**config.mk**
```make
export PLATFORM = sky130hd
export DESIGN_NAME = j_phase_decode
export DESIGN_NICKNAME = d
export VERILOG_FILES = /design/src/rtl/j_count_pkg.sv /design/src/rtl/j_code_index.sv /design/src/rtl/j_phase_decode.sv
export SDC_FILE = /design/constraint.sdc
export NUM_CORES = 1
export LEC_CHECK = 0
export BUFFER_PORTS_ARGS = -buffer_cell sky130_fd_sc_hd__clkbuf_2
export CAP_MARGIN = 40
export CORE_MARGIN = 2
export CORE_UTILIZATION = 54
export DETAILED_ROUTE_END_ITERATION = 10
export PLACE_DENSITY = 0.82
export SKIP_LAST_GASP = 1
export SYNTH_ARGS = -nofsm -noshare
export SYNTH_HDL_FRONTEND = slang
export SYNTH_SLANG_ARGS = --single-unit
```
**constraint.sdc**
```tcl
create_clock -name clk -period 2.7 [get_ports clk]
set_clock_uncertainty 0.05 [all_clocks]
set_input_delay 0.54 -clock clk [delete_from_list [all_inputs] [get_ports clk]]
set_output_delay 0.54 -clock clk [all_outputs]
set_load 0.005 [all_outputs]
```
**src/rtl/j_count_pkg.sv**
```systemverilog
// Shared definitions for the j_count Johnson counter and its downstream decoder:
// FSM state encodings, the Johnson successor function and the phase-width helper.
package j_count_pkg;

    typedef logic [1:0] jstate_t;

    localparam jstate_t UNLOCK = 2'd0;
    localparam jstate_t LOCKED = 2'd1;
    localparam jstate_t ERR    = 2'd2;

    // Widest code the helpers accept; callers zero-extend and truncate.
    localparam int JMAX = 32;

    // Shift toward the LSB with the inverted LSB entering at bit width-1.
    function automatic logic [JMAX-1:0] johnson_next(input logic [JMAX-1:0] code,
                                                     input int width);
        logic [JMAX-1:0] n;
        n            = code >> 1;
        n[width-1]   = ~code[0];
        return n;
    endfunction

    function automatic int ph_w(input int width);
        return $clog2(2 * width);
    endfunction

endpackage

```
**src/rtl/j_code_index.sv**
```systemverilog
// Combinational Johnson-code decoder: reports whether a code is a legal codeword
// and, if so, its position in the sequence starting from all-zeros.
module j_code_index
    import j_count_pkg::*;
#(
    parameter int WIDTH = 4,
    parameter int PH_W  = ph_w(WIDTH)
) (
    input  logic [WIDTH-1:0] code_i,
    output logic             valid_o,
    output logic [PH_W-1:0]  index_o
);

    always_comb begin
        logic [WIDTH-1:0] c;
        valid_o = 1'b0;
        index_o = '0;
        c       = '0;
        // Walk the whole legal cycle; at most one step can match.
        for (int p = 0; p < 2 * WIDTH; p++) begin
            if (code_i == c) begin
                valid_o = 1'b1;
                index_o = PH_W'(p);
            end
            c = WIDTH'(johnson_next(JMAX'(c), WIDTH));
        end
    end

endmodule

```
**src/rtl/j_phase_decode.sv**
```systemverilog
// Decodes the j_count Q bus into phase/one-hot, tracks the Johnson sequence to
// lock onto it, flags illegal codes or jumps, and counts completed revolutions.
module j_phase_decode
    import j_count_pkg::*;
#(
    parameter int  WIDTH    = 4,
    parameter int  LOCK_CNT = 3,
    parameter int  CNT_W    = 8,
    parameter int  HOLD_OK  = 1,
    localparam int PH_W     = ph_w(WIDTH),
    localparam int NPH      = 2 * WIDTH
) (
    input  logic             clk,
    input  logic             reset,
    input  logic [WIDTH-1:0] code_in,
    input  logic             err_clr,
    output logic [PH_W-1:0]  phase,
    output logic [NPH-1:0]   phase_onehot,
    output logic             code_valid,
    output logic             locked,
    output logic             code_err,
    output logic             rev_pulse,
    output logic [CNT_W-1:0] rev_count
);

    logic [WIDTH-1:0] code_r_q, code_prev_q;
    jstate_t          state_q, state_d;
    logic [3:0]       lock_cnt_q, lock_cnt_d;
    logic [PH_W-1:0]  phase_q, phase_d;
    logic [NPH-1:0]   onehot_q, onehot_d;
    logic             valid_q, valid_d;
    logic             locked_q, locked_d;
    logic             err_q, err_d;
    logic             rev_q, rev_d;
    logic [CNT_W-1:0] rev_cnt_q, rev_cnt_d;

    logic             cur_valid;
    logic [PH_W-1:0]  cur_idx;
    logic             is_succ, is_hold, step_ok, rev_evt;

    j_code_index #(.WIDTH(WIDTH), .PH_W(PH_W)) u_idx (
        .code_i  (code_r_q),
        .valid_o (cur_valid),
        .index_o (cur_idx)
    );

    // An invalid previous code has an invalid successor, so is_succ implies both ends legal.
    assign is_succ = (code_r_q == WIDTH'(johnson_next(JMAX'(code_prev_q), WIDTH)));
    assign is_hold = (code_r_q == code_prev_q);
    assign step_ok = cur_valid && (is_succ || ((HOLD_OK != 0) && is_hold));

    always_ff @(posedge clk) begin
        if (reset) state_q <= UNLOCK;
        else       state_q <= state_d;
    end

    always_comb begin
        state_d = state_q;
        case (state_q)
            UNLOCK: if (step_ok && is_succ && lock_cnt_q == 4'(LOCK_CNT - 1)) state_d = LOCKED;
            LOCKED: if (!step_ok) state_d = ERR;
            ERR:    if (step_ok && err_clr) state_d = UNLOCK;
            default: state_d = UNLOCK;
        endcase
    end

    always_comb begin
        lock_cnt_d = '0;
        if (state_q == UNLOCK && state_d == UNLOCK && step_ok)
            lock_cnt_d = is_succ ? lock_cnt_q + 4'd1 : lock_cnt_q;

        // The lock-completing step is in UNLOCK, so it never counts as a revolution.
        rev_evt = (state_q == LOCKED) && (state_d == LOCKED) && is_succ && (cur_idx == '0);

        rev_cnt_d = rev_cnt_q;
        if (state_q == LOCKED && state_d != LOCKED) rev_cnt_d = '0;
        else if (rev_evt)                           rev_cnt_d = rev_cnt_q + 1'b1;

        phase_d  = cur_valid ? cur_idx : '0;
        onehot_d = cur_valid ? (NPH'(1) << cur_idx) : '0;
        valid_d  = cur_valid;
        locked_d = (state_d == LOCKED);
        err_d    = (state_d == ERR);
        rev_d    = rev_evt;
    end

    always_ff @(posedge clk) begin
        if (reset) begin
            code_r_q    <= '0;
            code_prev_q <= '0;
            lock_cnt_q  <= '0;
            phase_q     <= '0;
            onehot_q    <= '0;
            valid_q     <= 1'b0;
            locked_q    <= 1'b0;
            err_q       <= 1'b0;
            rev_q       <= 1'b0;
            rev_cnt_q   <= '0;
        end else begin
            code_r_q    <= code_in;
            code_prev_q <= code_r_q;
            lock_cnt_q  <= lock_cnt_d;
            phase_q     <= phase_d;
            onehot_q    <= onehot_d;
            valid_q     <= valid_d;
            locked_q    <= locked_d;
            err_q       <= err_d;
            rev_q       <= rev_d;
            rev_cnt_q   <= rev_cnt_d;
        end
    end

    assign phase        = phase_q;
    assign phase_onehot = onehot_q;
    assign code_valid   = valid_q;
    assign locked       = locked_q;
    assign code_err     = err_q;
    assign rev_pulse    = rev_q;
    assign rev_count    = rev_cnt_q;

endmodule
```
Word level (Yosys, flattened, before mapping)
Index checks and enable logic that the tools add are counted.
- register bits: 37
- input bits: 7
- output and inout port bits: 23
- word-level logic and storage cells: 69
- $add $sub $neg: 2
- equality and inequality tests: 15
- shift operators: 1
- muxes and demuxes: 19
- bitwise logic cells: 3
- reduce and logical (&&, ||, !) cells: 18
- operators with widths (kind ; count):
    4-bit equality test (second input constant) ; 4
    3-bit two-way mux ; 4
    1-bit logical AND ; 10
    2-bit two-way mux ; 5
    1-bit two-way mux ; 9
    8-bit by 1-bit adder with 8-bit output (second input constant) ; 1
    4-bit by 2-bit equality test with 1-bit output (second input constant) ; 2
    4-bit equality test ; 2
    1-bit by 3-bit left shift with 8-bit output (first input constant) ; 1
    2-bit one-hot mux with 3 select lines ; 1
    2-bit OR reduction ; 3
    4-bit by 1-bit adder with 4-bit output (second input constant) ; 1
    2-bit by 1-bit equality test with 1-bit output (second input constant) ; 2
    2-bit equality test (second input constant) ; 2
    4-bit by 1-bit equality test with 1-bit output (second input constant) ; 1
    4-bit by 3-bit equality test with 1-bit output (second input constant) ; 1
    2-bit zero test ; 2
    4-bit zero test ; 1
    3-bit zero test ; 1
    1-bit NOT ; 3
    2-bit by 1-bit != test with 1-bit output (second input constant) ; 1
    1-bit logical OR ; 1

Longest topological paths before layout
Gate-level depths: netlist of the first run.
- depth after elaboration: 19
- depth in mapped cells: 7
- mapped depth without buffers: 6

Modules after synthesis
A second synthesis of the first run with hierarchy kept.
- cell total of the unflattened synthesis: 169
- area, all modules: 1614.0 µm²
- by module, submodules not included (module ; instances ; cells each ; area each (µm²) ; seq. area each (µm²)):
    j_phase_decode ; 1 ; 158 ; 1527.7 ; 740.7
    j_code_index ; 1 ; 11 ; 86.3 ; 0.0

Least setup slack after synthesis of the first run
Ideal clock, no wire load.
- path kind: register to register
- from: register code_r_q[0]
- to: register rev_cnt_q[7] (netlist: rev_count[7])
- setup time: 0.134 ns
- arrival time: 1.705 ns
- path slack: 0.811 ns
- stages on the path, launching flop included: 8
- path buffers: 2
- period minus slack after synthesis: 1.889 ns
- cells stage by stage: dfxtp_1 buf_4 mux2i_1 mux2i_1 buf_2 or4_1 o21ai_0 a21oi_1
- word-level cells in the longest chain between the ends: 18
- RTL lines (what ; line ; source):
    from (decl) ; j_phase_decode.sv:26 ; logic [WIDTH-1:0] code_r_q, code_prev_q;
    from (signal assigned) ; j_phase_decode.sv:100 ; code_r_q <= code_in;
    4-bit zero test ; j_code_index.sv:21 ; if (code_i == c) begin
    1-bit two-way mux (8 in series) ; j_code_index.sv:21 ;
    1-bit logical AND ; j_phase_decode.sv:50 ; assign step_ok = cur_valid && (is_succ || ((HOLD_OK != 0) && is_hold));
    1-bit logical AND (2 in series) ; j_phase_decode.sv:60 ; UNLOCK: if (step_ok && is_succ && lock_cnt_q == 4'(LOCK_CNT - 1)) state_d = LOCKED;
    2-bit two-way mux ; j_phase_decode.sv:60 ;
    2-bit one-hot mux with 3 select lines ; j_phase_decode.sv:59 ; case (state_q)
    2-bit by 1-bit equality test with 1-bit output ; j_phase_decode.sv:73 ; rev_evt = (state_q == LOCKED) && (state_d == LOCKED) && is_succ && (cur_idx == '0);
    1-bit logical AND (3 in series) ; j_phase_decode.sv:73 ;
    to (signal assigned) ; j_phase_decode.sv:109 ; rev_cnt_q <= rev_cnt_d;
    to (decl) ; j_phase_decode.sv:35 ; logic [CNT_W-1:0] rev_cnt_q, rev_cnt_d;
Several ways; a longest one is shown, not always the timed one.
A chain may end at the register's enable or synchronous reset.

Worst setup path in the final report of the first run
Ends and elaborated chain as after synthesis.

==> impl_results.md, run 1 <==
- Vias in the first global route: 1,176
- Post-synthesis async set-or-reset flop share: 0%
- Die Ht: 58.3 um
- Most common cell after layout, fill and taps aside: dfxtp_1
- Wirelength, routed: 2.86 mm
- Synthesis-stage register bit count: 37
- Post-Syn Instances: 169
- Num ports: 30
- CTS buffer count: 5
- Sequential fraction of the synthesis area: 46.5%
- Synth area leader: dfxtp_1
- Post-Syn Area: 1590 um2
- Ys flop type: dfxtp_1
- Layout overhead on the synthesized area: 12.6%
- Via-per-instance ratio: 5.42
- Mux cell area share after synthesis: 2.59%
- Avg Cell Area, Syn: 9.42 um2
- Worst-case vdd ir drop: 0.446 mV
- Pwr per Cell Area: 518 nW/um2
- Post-CTS sizing: 0
- Tmin final: 2.36 ns
- GPL Wtd Cong: 0.847
- First drt pass iteration count: 4
- Max-slew violation count: 0
- Fmax: 0.423 GHz
- Setup violations, final: 0
- Slew margin rel.: 59.1%
- Clk sink count: 37
- Status: completed
- CP Class: reg -> reg
- Root Buffer: clkbuf_4
- Antenna viol nets, final: 0
- FILL cells: 234
- Starting DRT DRC Count: 33
- Synth area leaders: dfxtp_1 47%, xnor2_1 7.7%, nor2_1 5.9%
- Synth top area share: 46.5%
- Number of synthesized flops with an enable pin: 0
- Initial Util: 57.2%
- CP startpoint kind: flop
- Post-DP HPWL: 2.15 mm
- Rows: 19
- Worst-margin pin slew: 0.596 ns
- Inserted Diodes: 0
- Post-DP Area: 1740 um2
- Setup crit end kind: flop
- Post-route design area: 1790 um2
- Initial antenna violation count: 0
- CTS H-Tree Depth: 2
- Post-synthesis net count: 179
- Nets: 209
- Compound-gate portion of the synthesized area: 6.84%
- Reg clk slew, reported paths: 0.11 ns
- First-pass GRT wire length: 4.86 mm
- Remaining global-route overflow: 0
- Fin crit share: 87.6%
- RSZ-0062 raised after global routing: false
- Final hold violations: 0
- CTS tree: yes
- Number of port buffers: 29
- Die width: 58.3 um
- CP Data Arrival Time: 2.53 ns
- Core region area: 2780 um2
- Synth Area in XOR/XNOR: 9.83%
- Reg2reg setup slack: 0.34 ns
- Largest family of logic cells by synthesized area: simple AND/OR/NAND/NOR gates
- Post-Synth Adder-Cell Area: 2.36%
- Multi-input logic area: 771 um2
- FF+latch area: 741 um2
- HP Class: in -> reg
- WL per Instance: 12.4 um
- Layout cell share with drive strength beyond 1: 23.0%
- Largest net degree at the start of global routing: 19
- CP Max Fanout: 13
- Worst-Skew Late Latency: 0.34 ns
- Post-CTS Setup Bufs: 0
- Total track usage: 18.9%
- Max-cap violation count: 0
- Post-synth cell types: 38
- WP data required: 2.86 ns
- Simple-gate share of the synthesized area: 26.8%
- Vias: 1,253
- Setup TNS: 0 ns
- DRC: 0
- Commonest non-fill, non-tap cells in the layout: 37 x dfxtp_1, 29 x clkbuf_2, 25 x nor2_1, 14 x xnor2_1, 8 x nor2b_1
- Die Area: 3400 um2
- Synth warnings: 0
- Clk buf depth: 2
- Pleak: 0.683 nW
- Hold buffer count at cts: 0
-- flip-flops by register name (all words and copies together) (netlist names) --
name          flops
phase_onehot      8
rev_count         8
code_prev_q       4
code_r_q          4
lock_cnt_q        4
phase             3
state_q           2
code_err          1
code_valid        1
locked            1
rev_pulse         1
-- layout make-up --
class,instances,share of cell area (%)
Timing Repair Buffer,32,9.36
Clock inverter,2,0.559
Clock buffer,6,2.30
Tap cell,31,2.16
Multi-Input combinational cell,117,43.0
Sequential cell,37,41.3
Inverter,6,1.26
-- logic make-up after synthesis --
logic type | count (synthesis)
and+or+nand+nor | 77
DFF | 37
xor gates and xnor gates | 17
AOI/OAI and AO/OA | 16
buffers and inverters | 15
muxes | 4
adders and majority gates | 3
-- where the power goes --
group	internal [mW]	switching, mW	leakage [nW]	total, mW
Clock	0.0991	0.174	0.0320	0.274
Sequential	0.557	0.0147	0.301	0.572
Combinational	0.0382	0.0439	0.350	0.0821
Total	0.694	0.233	0.683	0.927
-- cells in the mapped netlist (3+ instances only) --
cell      number
mux2i_1        3
nor3_1         5
nand2_1        5
nor4_1         5
nand2b_1       3
nor2b_1        8
ha_1           3
dfxtp_1       37
o21ai_0        3
inv_1          6
or3_1          3
nand3_1        5
a21oi_1        7
nand4_1        5
xnor2_1       14
clkbuf_1       4
nor2_1        25
-- through the flow --
| step | setup WS [ns] | instances | total power, mW | utilization, % | hold WS [ns] |
|---|---|---|---|---|---|
| finish | 0.336 | 231 | 0.927 | 64.4 | 0.353 |
| CTS | 0.337 | 231 | 0.940 | 64.4 | 0.351 |
| global placement | 0.478 | 223 | 0.663 | 62.6 | 0.426 |
| floorplan | 0.811 | 169 | 0.646 | - | 0.424 |
| global route | 0.101 | 231 | 0.969 | 64.4 | 0.365 |
| detailed placement | 0.383 | 223 | 0.667 | 62.6 | 0.468 |
-- worst max-delay path: stages (launching register included) --
cell	delay, ns
dfxtp_1	0.64
mux2i_1	0.24
mux2i_1	0.21
buf_4	0.24
or4_1	0.54
o21ai_0	0.21
a21oi_1	0.10
-- per-layer routing --
layer / wire length (um) / GRT usage [%] / vias up
met2: 1390 / 30.0 / 32
met5: 0 / 0 / -
li1: - / - / 642
met3: 135 / 4.62 / 8
met4: 53 / 10.6 / 0
met1: 1290 / 23.6 / 571
-- final timing paths --
path                                     to  cells past startpoint              startpoint
hold reg to reg       state_q[0]$_SDFF_PP0_                      1   state_q[1]$_SDFF_PP0_
setup reg to reg  rev_count[7]$_SDFFE_PP0P_                      6  code_r_q[0]$_SDFF_PP0_
setup / recovery  rev_count[7]$_SDFFE_PP0P_                      6  code_r_q[0]$_SDFF_PP0_
hold / removal       code_r_q[0]$_SDFF_PP0_                      2              code_in[0]
(Power assumes the default switching activity.)
==> inputs of run 2 (changes only) <==
--- a/config.mk
+++ b/config.mk
@@ -5,6 +5,7 @@
 export SDC_FILE = /design/constraint.sdc
 export NUM_CORES = 1
 export LEC_CHECK = 0
+export ABC_AREA = 1
 export BUFFER_PORTS_ARGS = -buffer_cell sky130_fd_sc_hd__clkbuf_2
 export CAP_MARGIN = 40
 export CORE_MARGIN = 2
==> impl_results.md, run 2 <==
- Hold_ws: 0.330 ns
- Root Buffer: clkbuf_4
- Die width: 58.4 um
- Rows: 19
- Nets: 258
- Worst Hold Depth: 3
- Most common cell after layout, fill and taps aside: nand2_1
- Post-CTS Setup Bufs: 0
- Antenna viol nets, final: 0
- Clk buf depth: 2
- HP Class: in -> reg
- Switching part of the total power: 25.3%
- Avg Cell Area, Syn: 7.43 um2
- Placed cells: 272
- Setup slack at placement: 0.838 ns
- Post-CTS sizing: 0
- Count leader, synth: nand2_1
- Starting DRT DRC Count: 36
- Worst-Skew Late Latency: 0.34 ns
- Sequential power share: 61.4%
- Layout overhead on the synthesized area: 13.7%
- First drt pass iteration count: 4
- Via-per-instance ratio: 4.96
- Pleak: 0.868 nW
- Initial antenna violation count: 0
- Number of port buffers: 29
- WL per Instance: 10.7 um
- CTS H-Tree Depth: 2
- Final std cells w/o fill: 280
- Tmin final: 1.86 ns
- Crit. Startpoint: code_r_q[0]$_SDFF_PP0_
- Num ports: 30
- Power Total: 0.923 mW
- Post-route design area: 1820 um2
- GPL Wtd Cong: 0.962
- Status: completed
- Fmax: 0.537 GHz
- Synth area leader: dfxtp_1
- Combinational fraction of design power: 9.8%
- Post-DP HPWL: 2.29 mm
- Ys flop type: dfxtp_1
- Largest net degree at the start of global routing: 13
- Post-Syn Instances: 215
- CP Class: reg -> reg
- Post-synth top cells: 45 x nand2_1, 37 x dfxtp_1, 35 x nor2_1
- Internal power: 0.689 mW
- Core region area: 2780 um2
- Worst-case vdd ir drop: 0.493 mV
- Worst-margin pin slew: 0.367 ns
- Synth top area share: 46.4%
- Remaining global-route overflow: 0
- Initial Util: 57.4%
- Hold buffer count at cts: 0
- Max-slew violation count: 0
- Setup WS post-layout: 0.837 ns
- Post-Syn Area: 1600 um2
- Die Ht: 58.4 um
- Slew margin rel.: 75.3%
- R2r startpoint: code_r_q[0]$_SDFF_PP0_
- Reg2Reg Depth: 9
- Vias: 1,390
- Vias in the first global route: 1,167
- Clock power share: 28.8%
- RSZ-0062 raised after global routing: false
- Inserted Diodes: 0
- Reg clk slew, reported paths: 0.10 ns
- Reg2reg setup slack: 0.84 ns
- Synthesis-stage register bit count: 37
- Pwr per Cell Area: 508 nW/um2
- Sequential fraction of the synthesis area: 46.4%
- CP Max Fanout: 8
- Post-synth cell types: 25
- Number of synthesized flops with an enable pin: 0
- Setup crit end kind: flop
- Synth area leaders: dfxtp_1 46%, nand2_1 11%, nor2_1 8.2%
- Sw power: 0.234 mW
- Setup violations, final: 0
- Total track usage: 19.3%
- Post-synthesis net count: 225
- Commonest non-fill, non-tap cells in the layout: 45 x nand2_1, 37 x dfxtp_1, 35 x nor2_1, 29 x clkbuf_2, 24 x inv_1
- CTS buffer count: 5
- Clk sink count: 37
- Hold EP: code_r_q[1]$_SDFF_PP0_
- Post-synthesis async set-or-reset flop share: 0%
- CP startpoint kind: flop
- R2r endpoint: rev_count[4]$_SDFFE_PP0P_
- First-pass GRT wire length: 4.94 mm
- Max-cap violation count: 0
- DRC: 0
- Die Area: 3410 um2
- HP Start: code_in[1]
- Final Core Density: 65.3%
- Setup TNS: 0 ns
- Post-DP Area: 1770 um2
- FILL cells: 269
- CP Data Arrival Time: 2.04 ns
- WP data required: 2.88 ns
- CTS tree: yes
- Fin crit share: 69.0%
- Synth warnings: 0
- Layout cell share with drive strength beyond 1: 18.5%
- Wirelength, routed: 2.99 mm
- Final hold violations: 0
## run 2: changes by cell type in the layout (fill, tap and decap cells not counted), moves of 4 or more
cell,change
o21ai_0,+5
nor2b_1,-8
xnor2_1,-10
nor2_1,+10
inv_1,+18
nor3_1,-4
nor4_1,-4
nand3_1,+16
nand2_1,+40
inv_2,+4
## run 2: how the worst max path moves through the flow
stage / cells past startpoint / slack (ns) / end
5_1_grt: 9 / 0.60 / rev_count[2]$_SDFFE_PP0P_
3_5_place_dp: 9 / 0.84 / rev_count[2]$_SDFFE_PP0P_
6_report: 9 / 0.84 / rev_count[4]$_SDFFE_PP0P_
2_1_floorplan: 10 / 1.20 / rev_count[1]$_SDFFE_PP0P_
4_1_cts: 9 / 0.83 / rev_count[5]$_SDFFE_PP0P_
3_3_place_gp: 9 / 0.89 / rev_count[7]$_SDFFE_PP0P_
## run 2: final cells by class
type                       instances  area [um2]  share of cell area (%)
sequential                        37         741                    40.8
multi-input combinational        147         738                    40.6
timing repair buffer              29         145                    7.99
inverter                          28         105                    5.79
clock buffer                       8        48.8                    2.69
tap                               31        38.8                    2.13
## run 2: layer usage
metal | vias up | wire, um | global-route usage (%)
li1 | 743 | - | -
met1 | 602 | 1480 | 24.5
met2 | 36 | 1270 | 29.4
met3 | 9 | 166 | 5.27
met4 | 0 | 72 | 11.0
met5 | - | 0 | 0
## run 2: cells by family (layout without fill, tap and decap cells)
| group | Yosys count | after routing | synth area share, % |
|---|---|---|---|
| adder cells (fa/ha/maj) | 3 | 3 | 2.35 |
| XOR/XNOR | 8 | 8 | 4.38 |
| AO/OA/AOI/OAI | 19 | 19 | 6.03 |
| flip-flops | 37 | 37 | 46.4 |
| AND/OR/NAND/NOR | 117 | 117 | 33.4 |
| buffers and inverters | 31 | 65 | 7.44 |
## run 2: power by group through the flow
stage	Sequential [mW]	Clock, mW	Combinational [mW]
CTS	0.567	0.275	0.0904
detailed placement	0.579	0	0.0901
finish	0.567	0.266	0.0904
floorplan	0.576	0	0.0684
global route	0.568	0.288	0.102
global placement	0.579	0	0.0889
## run 2: worst max-delay path: stages (launching register included)
cell and delay (ns):
dfxtp_1 0.48, inv_1 0.17, nand2_1 0.08, nand2_1 0.06
nor2_2 0.14, nand2_4 0.12, inv_2 0.10, nand4_1 0.24
o21ai_0 0.23, a21oi_1 0.09
==> inputs of run 3 (changes only) <==
--- a/config.mk
+++ b/config.mk
@@ -5,13 +5,13 @@
 export SDC_FILE = /design/constraint.sdc
 export NUM_CORES = 1
 export LEC_CHECK = 0
-export ABC_AREA = 1
+export ABC_AREA = 0
 export BUFFER_PORTS_ARGS = -buffer_cell sky130_fd_sc_hd__clkbuf_2
 export CAP_MARGIN = 40
 export CORE_MARGIN = 2
-export CORE_UTILIZATION = 54
+export CORE_UTILIZATION = 48
 export DETAILED_ROUTE_END_ITERATION = 10
-export PLACE_DENSITY = 0.82
+export PLACE_DENSITY = 0.77
 export SKIP_LAST_GASP = 1
 export SYNTH_ARGS = -nofsm -noshare
 export SYNTH_HDL_FRONTEND = slang
==> constraint.sdc (replaced) <==
create_clock -name clk -period 1.6 [get_ports clk]
set_clock_uncertainty 0.05 [all_clocks]
set_input_delay 0.32 -clock clk [delete_from_list [all_inputs] [get_ports clk]]
set_output_delay 0.32 -clock clk [all_outputs]
set_load 0.005 [all_outputs]
==> impl_results.md, run 3 (synthesized netlist as in run 1, its figures left out) <==
- Status: finished, violations left
- Failing checks: setup timing
- Sum of buffers and inverters on the critical path: 0
- Clk sink count: 37
- Slew margin rel.: 73.0%
- Commonest non-fill, non-tap cells in the layout: 33 x dfxtp_1, 29 x clkbuf_2, 25 x nor2_1, 25 x buf_4, 12 x xnor2_1
- Met2 WL post-DR: 1.94 mm
- Fin crit share: 119%
- CTS buffer count: 5
- Root Buffer: clkbuf_4
- Initial antenna violation count: 0
- Power Total: 1.87 mW
- Slowest stage delay, CP: 0.54 ns
- First-pass GRT wire length: 5.61 mm
- Max-slew violation count: 0
- CTS H-Tree Depth: 2
- Via-per-instance ratio: 5.35
- Worst path most repeated cell: mux2i_4
- HP Class: in -> reg
- Post-DP HPWL: 2.57 mm
- WL per Instance: 13.4 um
- Core region area: 3100 um2
- Die Ht: 61.6 um
- Worst-Skew Late Latency: 0.34 ns
- WP data required: 1.83 ns
- Critical path cell sequence: mux2i_4 > mux2i_4 > or4_4 > or3_1 > a21oi_1
- Nets: 233
- Num ports: 30
- Max-cap violation count: 0
- GPL Wtd Cong: 0.825
- Largest net degree at the start of global routing: 13
- Setup slack at placement: -0.353 ns
- Inserted Diodes: 0
- Setup violations, final: 14
- Worst-margin pin slew: 0.402 ns
- CP Data Arrival Time: 2.14 ns
- Starting DRT DRC Count: 85
- Die Area: 3790 um2
- CP startpoint kind: flop
- First drt pass iteration count: 5
- Clk buf depth: 2
- Routed wl met3: 227 um
- DRC: 0
- Reg2reg setup slack: -0.31 ns
- Layout overhead on the synthesized area: 33.9%
- Wl on met1: 1.39 mm
- Pwr per Cell Area: 878 nW/um2
- Tmin final: 1.91 ns
- Pleak: 0.842 nW
- Die width: 61.6 um
- Vias: 1,435
- Wirelength, routed: 3.60 mm
- Setup crit end kind: flop
- Setup WS post-layout: -0.308 ns
- CP Max Fanout: 6
- Vias in the first global route: 1,244
- Rows: 20
- Worst-case vdd ir drop: 0.502 mV
- RSZ-0062 raised after global routing: true
- Layout cell share with drive strength beyond 1: 38.4%
- Setup TNS: -2.15 ns
- Kind of cell adding the most delay to the critical path: simple AND/OR/NAND/NOR gates
- Final hold violations: 0
- Top routing layer in use: met4
- Fmax: 0.524 GHz
- Number of port buffers: 29
- Total track usage: 20.9%
- Initial Util: 51.3%
- CTS tree: yes
- CP Class: reg -> reg
- Remaining global-route overflow: 0
- Antenna viol nets, final: 0
- Hold buffer count at cts: 0
- Reg clk slew, reported paths: 0.11 ns
- CP max-delay cell: or4_4
- Most common cell after layout, fill and taps aside: dfxtp_1
## run 3: changes by cell type in the layout (fill, tap and decap cells not counted), sizes merged, moves of 8 or more
cell | previous run | this run
nor2 | 38 | 25
nand3 | 23 | 5
xnor2 | 4 | 15
buf | 0 | 27
nor2b | 0 | 8
nand2 | 47 | 5
inv | 28 | 6
## run 3: timing repair
| action | 4_1_cts | 5_1_grt |
|---|---|---|
| pin swaps | 5 | 8 |
| resized for setup | 10 | 9 |
| hold endpoints to repair | 0 | 0 |
| setup endpoints to repair | 17 | 17 |
| setup buffers | 0 | 2 |
## run 3: final cells by class
cell class,instances,area [um2]
timing repair buffer,56,355
sequential,37,753
tap,44,55.1
multi-input combinational,117,856
clock inverter,2,37.5
inverter,6,22.5
clock buffer,6,51.3
fill,252,972
## run 3: final timing paths
kind | startpoint | end | depth (start not counted)
max | code_r_q[0]$_SDFF_PP0_ | rev_count[7]$_SDFFE_PP0P_ | 5
max reg2reg | code_r_q[0]$_SDFF_PP0_ | rev_count[7]$_SDFFE_PP0P_ | 5
min reg2reg | rev_count[7]$_SDFFE_PP0P_ | rev_count[7]$_SDFFE_PP0P_ | 2
min | code_in[0] | code_r_q[0]$_SDFF_PP0_ | 2
## run 3: worst reg2reg max path: stages, from the launching register on
cell and delay (ns):
dfxtp_4 0.43, mux2i_4 0.27, mux2i_4 0.11, or4_4 0.54, or3_1 0.33, a21oi_1 0.12
## run 3: metal layers
metal  global-route usage (%)  vias to the layer above
li1                         -                      685
met1                     24.1                      681
met2                     36.5                       59
met3                     6.93                       10
met4                     6.38                        0
met5                        0                        -
## run 3: metrics by stage
stage	hold WS (ns)	instance area (um2)	util [%]	std cells
detailed placement	0.451	1940	62.5	258
CTS	0.123	2070	66.6	266
global placement	0.438	1940	62.5	258
finish	0.144	2130	68.7	268
floorplan	0.349	1620	-	169
global route	0.124	2130	68.7	268
## run 3: where the power goes
part / leakage [nW] / internal, mW / switching (mW) / total, mW
clock network: 0.0445 / 0.371 / 0.307 / 0.679
registers: 0.303 / 0.939 / 0.0222 / 0.961
logic: 0.494 / 0.120 / 0.110 / 0.231
